### src/rtl/arithmetic_logic_unit_pkg.sv
// Shared constants for the integer execution unit and its callers.
// Holds the instruction-type and ROB-index widths and the decoded
// operation-code encodings. This includes the immediate/upper/jump codes
// that the reservation station remaps before issue.
package arithmetic_logic_unit_pkg;

  localparam int unsigned TYPE_BIT      = 6;
  localparam int unsigned ROB_INDEX_BIT = 4;

  // Register/register arithmetic and logic
  localparam logic [TYPE_BIT-1:0] ADD   = 6'd1;
  localparam logic [TYPE_BIT-1:0] SUB   = 6'd2;
  localparam logic [TYPE_BIT-1:0] SLL   = 6'd3;
  localparam logic [TYPE_BIT-1:0] SLT   = 6'd4;
  localparam logic [TYPE_BIT-1:0] SLTU  = 6'd5;
  localparam logic [TYPE_BIT-1:0] XOR   = 6'd6;
  localparam logic [TYPE_BIT-1:0] SRL   = 6'd7;
  localparam logic [TYPE_BIT-1:0] SRA   = 6'd8;
  localparam logic [TYPE_BIT-1:0] OR    = 6'd9;
  localparam logic [TYPE_BIT-1:0] AND   = 6'd10;

  // Conditional branches (result is the taken flag)
  localparam logic [TYPE_BIT-1:0] BEQ   = 6'd11;
  localparam logic [TYPE_BIT-1:0] BNE   = 6'd12;
  localparam logic [TYPE_BIT-1:0] BLT   = 6'd13;
  localparam logic [TYPE_BIT-1:0] BGE   = 6'd14;
  localparam logic [TYPE_BIT-1:0] BLTU  = 6'd15;
  localparam logic [TYPE_BIT-1:0] BGEU  = 6'd16;
  localparam logic [TYPE_BIT-1:0] JALR  = 6'd17;

  // Immediate/upper/jump forms; the caller remaps these to base codes
  localparam logic [TYPE_BIT-1:0] ADDI  = 6'd18;
  localparam logic [TYPE_BIT-1:0] SLTI  = 6'd19;
  localparam logic [TYPE_BIT-1:0] SLTIU = 6'd20;
  localparam logic [TYPE_BIT-1:0] XORI  = 6'd21;
  localparam logic [TYPE_BIT-1:0] ORI   = 6'd22;
  localparam logic [TYPE_BIT-1:0] ANDI  = 6'd23;
  localparam logic [TYPE_BIT-1:0] SLLI  = 6'd24;
  localparam logic [TYPE_BIT-1:0] SRLI  = 6'd25;
  localparam logic [TYPE_BIT-1:0] SRAI  = 6'd26;
  localparam logic [TYPE_BIT-1:0] LUI   = 6'd27;
  localparam logic [TYPE_BIT-1:0] AUIPC = 6'd28;
  localparam logic [TYPE_BIT-1:0] JAL   = 6'd29;

endpackage

### src/rtl/arithmetic_logic_unit.sv
// Single-cycle integer execution unit.
// Computes one RV32I arithmetic, branch-compare or JALR-target operation per
// request and registers the result, its ROB tag and a valid strobe for
// write-back on the next rising edge.
// Ports:
//   clk_in      system clock
//   rst_in      asynchronous active-high reset
//   rdy_in      global ready; low stalls and holds every output
//   inst_type   decoded operation code
//   req         execute request, already qualified by the caller
//   r1, r2      operands (rs1, rs2 or immediate)
//   rob_id_in   ROB tag of the requesting entry
//   ready       registered result-valid strobe
//   rob_id_out  registered tag for the result
//   result      registered computed value
module arithmetic_logic_unit
  import arithmetic_logic_unit_pkg::*;
#(
  parameter int unsigned TYPE_BIT      = arithmetic_logic_unit_pkg::TYPE_BIT,
  parameter int unsigned ROB_INDEX_BIT = arithmetic_logic_unit_pkg::ROB_INDEX_BIT
) (
  input  logic                     clk_in,
  input  logic                     rst_in,
  input  logic                     rdy_in,
  input  logic [TYPE_BIT-1:0]      inst_type,
  input  logic                     req,
  input  logic [31:0]              r1,
  input  logic [31:0]              r2,
  input  logic [ROB_INDEX_BIT-1:0] rob_id_in,
  output logic                     ready,
  output logic [ROB_INDEX_BIT-1:0] rob_id_out,
  output logic [31:0]              result
);

  logic                     ready_q;
  logic [ROB_INDEX_BIT-1:0] rob_id_q;
  logic [31:0]              result_q;
  logic [31:0]              result_d;

  logic [4:0]  shamt;
  logic [31:0] sum;
  logic        lt_s;
  logic        lt_u;
  logic        eq;

  assign shamt = r2[4:0];
  assign sum   = r1 + r2;
  assign lt_s  = $signed(r1) < $signed(r2);
  assign lt_u  = r1 < r2;
  assign eq    = r1 == r2;

  always_comb begin
    result_d = '0;
    case (inst_type)
      ADD:     result_d = sum;
      SUB:     result_d = r1 - r2;
      SLL:     result_d = r1 << shamt;
      SLT:     result_d = {31'b0, lt_s};
      SLTU:    result_d = {31'b0, lt_u};
      XOR:     result_d = r1 ^ r2;
      SRL:     result_d = r1 >> shamt;
      SRA:     result_d = $unsigned($signed(r1) >>> shamt);
      OR:      result_d = r1 | r2;
      AND:     result_d = r1 & r2;
      BEQ:     result_d = {31'b0, eq};
      BNE:     result_d = {31'b0, ~eq};
      BLT:     result_d = {31'b0, lt_s};
      BGE:     result_d = {31'b0, ~lt_s};
      BLTU:    result_d = {31'b0, lt_u};
      BGEU:    result_d = {31'b0, ~lt_u};
      JALR:    result_d = {sum[31:1], 1'b0};
      // Unknown codes still strobe ready so the ROB entry retires.
      default: result_d = '0;
    endcase
  end

  always_ff @(posedge clk_in or posedge rst_in) begin
    if (rst_in) begin
      ready_q  <= 1'b0;
      rob_id_q <= '0;
      result_q <= '0;
    end else if (rdy_in) begin
      ready_q <= req;
      // Tag and result are don't-care when ready is low, so hold them.
      if (req) begin
        rob_id_q <= rob_id_in;
        result_q <= result_d;
      end
    end
  end

  assign ready      = ready_q;
  assign rob_id_out = rob_id_q;
  assign result     = result_q;

endmodule

### config.mk
export PLATFORM = sky130hd
export DESIGN_NAME = arithmetic_logic_unit
export DESIGN_NICKNAME = d
export VERILOG_FILES = /design/src/rtl/arithmetic_logic_unit_pkg.sv /design/src/rtl/arithmetic_logic_unit.sv
export SDC_FILE = /design/constraint.sdc
export NUM_CORES = 1
export LEC_CHECK = 0
export ABC_AREA = 1
export CORE_AREA = 4 4 187 189
export DETAILED_ROUTE_END_ITERATION = 12
export DIE_AREA = 0 0 191 193
export GPL_TIMING_DRIVEN = 0
export MAX_ROUTING_LAYER = met4
export PLACE_DENSITY_LB_ADDON = 0.3
export SKIP_CTS_REPAIR_TIMING = 1
export SLEW_MARGIN = 30
export SYNTH_ARGS = -nofsm -noshare
export SYNTH_HDL_FRONTEND = slang
export SYNTH_SLANG_ARGS = --single-unit
### constraint.sdc
create_clock -name clk_in -period 1.05 [get_ports clk_in]
set_input_delay 0.21 -clock clk_in [delete_from_list [all_inputs] [get_ports clk_in]]
set_output_delay 0.21 -clock clk_in [all_outputs]
set_load 0.05 [all_outputs]
; ---- Word level (Yosys, flattened, before mapping)
; Index checks and enable logic that the tools add are counted.
[word_totals]
input_bits = 78
output_inout_bits = 37
ram_bits = 0
mem_bits_ro = 0
reg_bits = 37
memories = 0
elab_cells = 38
latchBits = 0
[op_classes]
mux = 1
add_sub_neg = 2
div = 0
n_mul = 0
shift = 3
magnitude_cmp = 2
bitwise = 6
n_reduce_logical = 3
eq_ne = 18
[ops]
columns = cell, count
row1 = 32-bit one-hot mux with 15 select lines, 1
row2 = 32-bit less-than comparator, 2
row3 = "6-bit by 4-bit equality test with 1-bit output, second input constant", 8
row4 = 32-bit adder, 1
row5 = 32-bit bitwise AND, 1
row6 = 32-bit equality test, 1
row7 = 32-bit bitwise OR, 1
row8 = 32-bit by 5-bit << shifter with 32-bit output, 1
row9 = 32-bit by 5-bit right shift with 32-bit output, 1
row10 = 32-bit by 5-bit >>> shifter with 32-bit output, 1
row11 = 32-bit subtractor, 1
row12 = 32-bit XOR, 1
row13 = "6-bit by 3-bit equality test with 1-bit output, second input constant", 4
row14 = "6-bit by 2-bit equality test with 1-bit output, second input constant", 2
row15 = "6-bit by 5-bit equality test with 1-bit output, second input constant", 2
row16 = "6-bit by 1-bit equality test with 1-bit output, second input constant", 1
row17 = 2-bit OR reduction, 2
row18 = 1-bit NOT, 3
row19 = 2-bit AND reduction, 1

; ---- Depth between registers and ports, before layout
[logic_depth]
ltp_word = 3
depth_mapped = 21
ltp_nobuf = 18

; ---- Worst setup path after synthesis
; Ideal clock, no wire load.
[synth_timing]
path_type = input-to-reg
from = in r2[3]
to = reg result_q[0] (netlist: result[0])
arrival_time_ns = 2.263
cell_stages = 19
required_ns = 0.932
n_path_buf = 3
slack_ns = -1.331
setup_time_ns = 0.118
cell_sequence = inv_1 -> clkbuf_1 -> clkbuf_1 -> ha_1 -> buf_4 -> nor2_1 -> nand2_1 -> nand2_1 -> nand2_1 -> nand2_1 -> nand2_1 -> nand2_1 -> nand2_1 -> nand2_1 -> nand2_1 -> nand3_1 -> nand3_1 -> nand2_1 -> nand2_1
[synth_via]
elab_chain_len = 3
word_cells_on_any_way = 10
classes_between = order compare: 2 / eq/ne: 1 / shift: 3 / mux: 1 / bitwise: 3
[synth_lines]
columns = item, line_no
row1 = "start, declared", arithmetic_logic_unit.sv:28  ; input logic [31:0] r2,
row2 = 32-bit less-than comparator (tied with other cells), arithmetic_logic_unit.sv:49  ; assign lt_u = r1 < r2;
row3 = 1-bit NOT (on tied branches), "arithmetic_logic_unit.sv:70, arithmetic_logic_unit.sv:66, arithmetic_logic_unit.sv:68"
row4 = 32-bit one-hot mux with 15 select lines *, arithmetic_logic_unit.sv:54  ; case (inst_type)
row5 = "end signal, assigned", arithmetic_logic_unit.sv:87  ; result_q <= result_d;
row6 = "end, declared", arithmetic_logic_unit.sv:37  ; logic [31:0] result_q;
; Mark *: on every way between the ends. The rest lies on a longest branch, timed or not.
; A chain may end at the register's enable or synchronous reset.

; ---- Final worst setup path
[layout_timing]
from = in r2[2]
to = reg result_q[29] (netlist: result[29])
[layout_via]
elab_chain_len = 2
word_cells_on_any_way = 6
classes_between = add/sub: 2 / shift: 3 / mux: 1
[layout_lines]
columns = item, line_no
row1 = 32-bit adder (tied with other cells), arithmetic_logic_unit.sv:47  ; assign sum = r1 + r2;
row2 = 32-bit one-hot mux with 15 select lines *, arithmetic_logic_unit.sv:54
; Marks and branches as above.

==> out/results.ini <==
[global_route]
grt_pass1_wl_um=97980
grt-ovfl-total=0
grt_max_degree=38
grt_antenna_before_repair=0
track_usage_pct=37.44
grt_pass1_vias=14891

[placement]
portBuffers=114
place.detailed.hpwl_um=59100
gp_congestion=1.081
placedInstanceArea_mm2=0.01354
dpl.cell_count=2796

[critical_path]
end_kind=register
critical_path.cell_chain=buf_8 -> buf_12 -> clkinv_8 -> buf_12 -> buf_12 -> ha_4 -> buf_12 -> inv_8 -> nand2_4 -> nand2_1 -> nand2_1 -> nand3b_1 -> nand2_1 -> nand3_2 -> nand2_2 -> nand3_1 -> nand3_1 -> nand3_2 -> nand2_1 -> nand2_1
worst_path_most_repeated_cell=nand2_1
path_delay_family=simple AND/OR/NAND/NOR gates
critPathMaxFanout=8
required_ps=1220
slowest_delay_ps=270
start_kind=input pin
cp.arrival_ps=2440
crit_type=input pin to register
critPathSlowestCell=ha_4
worstPathBufferInverterCount=7

[floorplan]
core-area_mm2=0.03328
die_w_um=191
ios=115
die_h_um=193
rows=67
dieArea_mm2=0.03686
start_util_pct=34.56

[detailed_routing]
vias_per_cell=5.732
routed_wl_um=73210
first_iter_violations=1681
ant_nets=0
vias=16710
drt-wirelength-per-cell_um=25.11
drc=0
first_pass_iters=8

[finish]
multi_input_area_mm2=0.01085
drive_above_1_share_pct=27.89
nFillCells=3541
num_antenna_cells=0
utilization_pct=50.27
stdcell_count=2915
seqCellArea_um2=925.9
final_nets=2649
syn_to_final_growth_pct=45.45
design_area_mm2=0.01673

[sta]
fmax_mhz=440.5
rsz0062_at_grt=yes
fin_ws_ps=-1220
finClkSkew_ps=0
worst_pin_slew_ps=822.0
period_share_pct=216.2
hold_viol=0
slew_headroom_pct=45.20
finalSetupTns_ps=-33720
setup_viol=39
period_needed_ps=2270
slew_violations=0

[clocking]
clockBufferDepth=2
cts_buffers=5
clock-sinks=37
cts_tree=built
clock_latency_ps=280
cts-root-buf=clkbuf_16
htree_num_levels=2
clkSlewWorstSetupHoldPaths_ps=60

[synthesis]
synthXorXnorAreaFrac_pct=0.1523
async_flop_share_pct=100.0
synth_edf_count=0
synth-main-ff-cell=dfrtp_1
netlist_area_mm2=0.01150
synth-compound-area-share_pct=11.15
synth_simple_gate_area_share_pct=55.46
ys_types=50
syn-num-nets=2417
ys_ff_latch=37
synth.mux.area_fraction_pct=0.08702
synth_cells=2234
ys_warn_count=0
syn_area_per_cell_um2=5.149
synthAdderAreaFrac_pct=11.55
seq_area_frac_synth_pct=8.050
synth_top_family_by_area=simple AND/OR/NAND/NOR gates

[status]
violations=negative setup slack
outcome=finished with violations

[power]
worst_ir_drop_vdd_uv=836.6
p_leak_nw=8.975
p_per_area_mw_per_mm2=713.9

[job]
cap_violations=0

[hold_path]
holdCritPathClass=input pin to register

-- cells by family after synthesis --
family,after synthesis
mux,1
compound gates,223
flops,37
buf+inv,385
xor+xnor,2
fa+ha+maj,105
simple gates,1481
-- cells in the final DEF, fill, tap and decap left out, drive strengths merged, types with 3 or more instances in the layout --
cell type and n:
clkdlybuf4s50 11, o21ai 68, o22ai 14, nand4 26, clkbuf 63, nor3 17, clkinvlp 3, o21bai 11
a21oi 89, and2 11, dfrtp 37, clkinv 5, o21a 8, nor4 4, a31oi 3, dlymetal6s2s 35
nor2 189, buf 222, ha 103, o211ai 22, nand3 438, nand3b 7, nand2 784, inv 277
-- registers in the layout, indices dropped and copies added (netlist names) --
| signal | flops |
|---|---|
| ready | 1 |
| rob_id_out | 4 |
| result | 32 |
-- power breakdown --
group / total [W] / internal, W / switching, W
Combinational: 0.00839 / 0.00285 / 0.00554
Sequential: 0.00162 / 0.00154 / 0.0000780
Clock: 0.00194 / 0.00136 / 0.000584
-- per-layer routing --
| layer | vias to the layer above | part of all wire (%) | track usage [%] |
|---|---|---|---|
| li1 | 7685 | - | - |
| met1 | 7832 | 39 | 45.08 |
| met2 | 954 | 47 | 61.97 |
| met3 | 239 | 7.9 | 3.925 |
| met4 | 0 | 6.9 | 20.14 |
| met5 | - | 0 | - |
-- cell usage after synthesis (2+ instances only) --
library cell	number	share of area [%]
a21oi_1	87	3.8
clkinv_1	3	0.098
and2_1	11	0.60
nor2_2	6	0.33
o21a_1	8	0.52
a31oi_1	3	0.16
and3_1	2	0.11
fa_1	2	0.35
nand4_1	26	1.4
dfrtp_1	37	8.0
o2111ai_1	2	0.15
nor2_4	5	0.49
o22ai_1	14	0.76
nand3_1	434	19
buf_2	54	2.3
nand3_2	3	0.26
inv_2	13	0.42
nand2_2	4	0.22
nor2_1	178	5.8
buf_4	4	0.26
nand3b_1	7	0.46
nor3_1	16	0.70
buf_6	4	0.39
o21ai_0	56	2.4
ha_1	103	11
inv_1	267	8.7
o21bai_1	11	0.72
o211ai_1	22	1.4
nor4_1	4	0.22
buf_1	10	0.33
o21ai_1	12	0.52
xor2_1	2	0.15
nand2_1	779	25
clkbuf_1	29	0.95
-- final timing paths --
check	cells past startpoint	endpoint	startpoint	slack [ps]
min in group asynchronous	2	result[5]	rst_in	310
setup / recovery	20	result[29]	r2[2]	-1220
hold / removal	2	ready	rdy_in	240
max in group asynchronous	2	result[24]	rst_in	340
setup reg to reg	3	rob_id_out[3]	rob_id_out[3]	290
hold reg to reg	2	result[21]	result[21]	490
-- through the flow --
step | power [W] | worst slack [ps] | hold WS (ps)
finish | 0.01194 | -1220 | 240.7
global route | 0.01249 | -1316 | 250.1
CTS | 0.01001 | -2134 | 408.7
detailed placement | 0.008040 | -2435 | 457.3
global placement | 0.008025 | -2431 | 457.4
floorplan | 0.005558 | -955.4 | 317.9
-- area by class of cell --
class | count | share of cell area [%]
multi-input combinational | 1812 | 64.84
timing repair buffer | 227 | 12.62
inverter | 284 | 6.806
buffer | 99 | 5.706
sequential | 37 | 5.534
tap | 448 | 3.351
clock buffer | 5 | 0.7479
clock inverter | 3 | 0.3889
(Power assumes the default switching activity.)
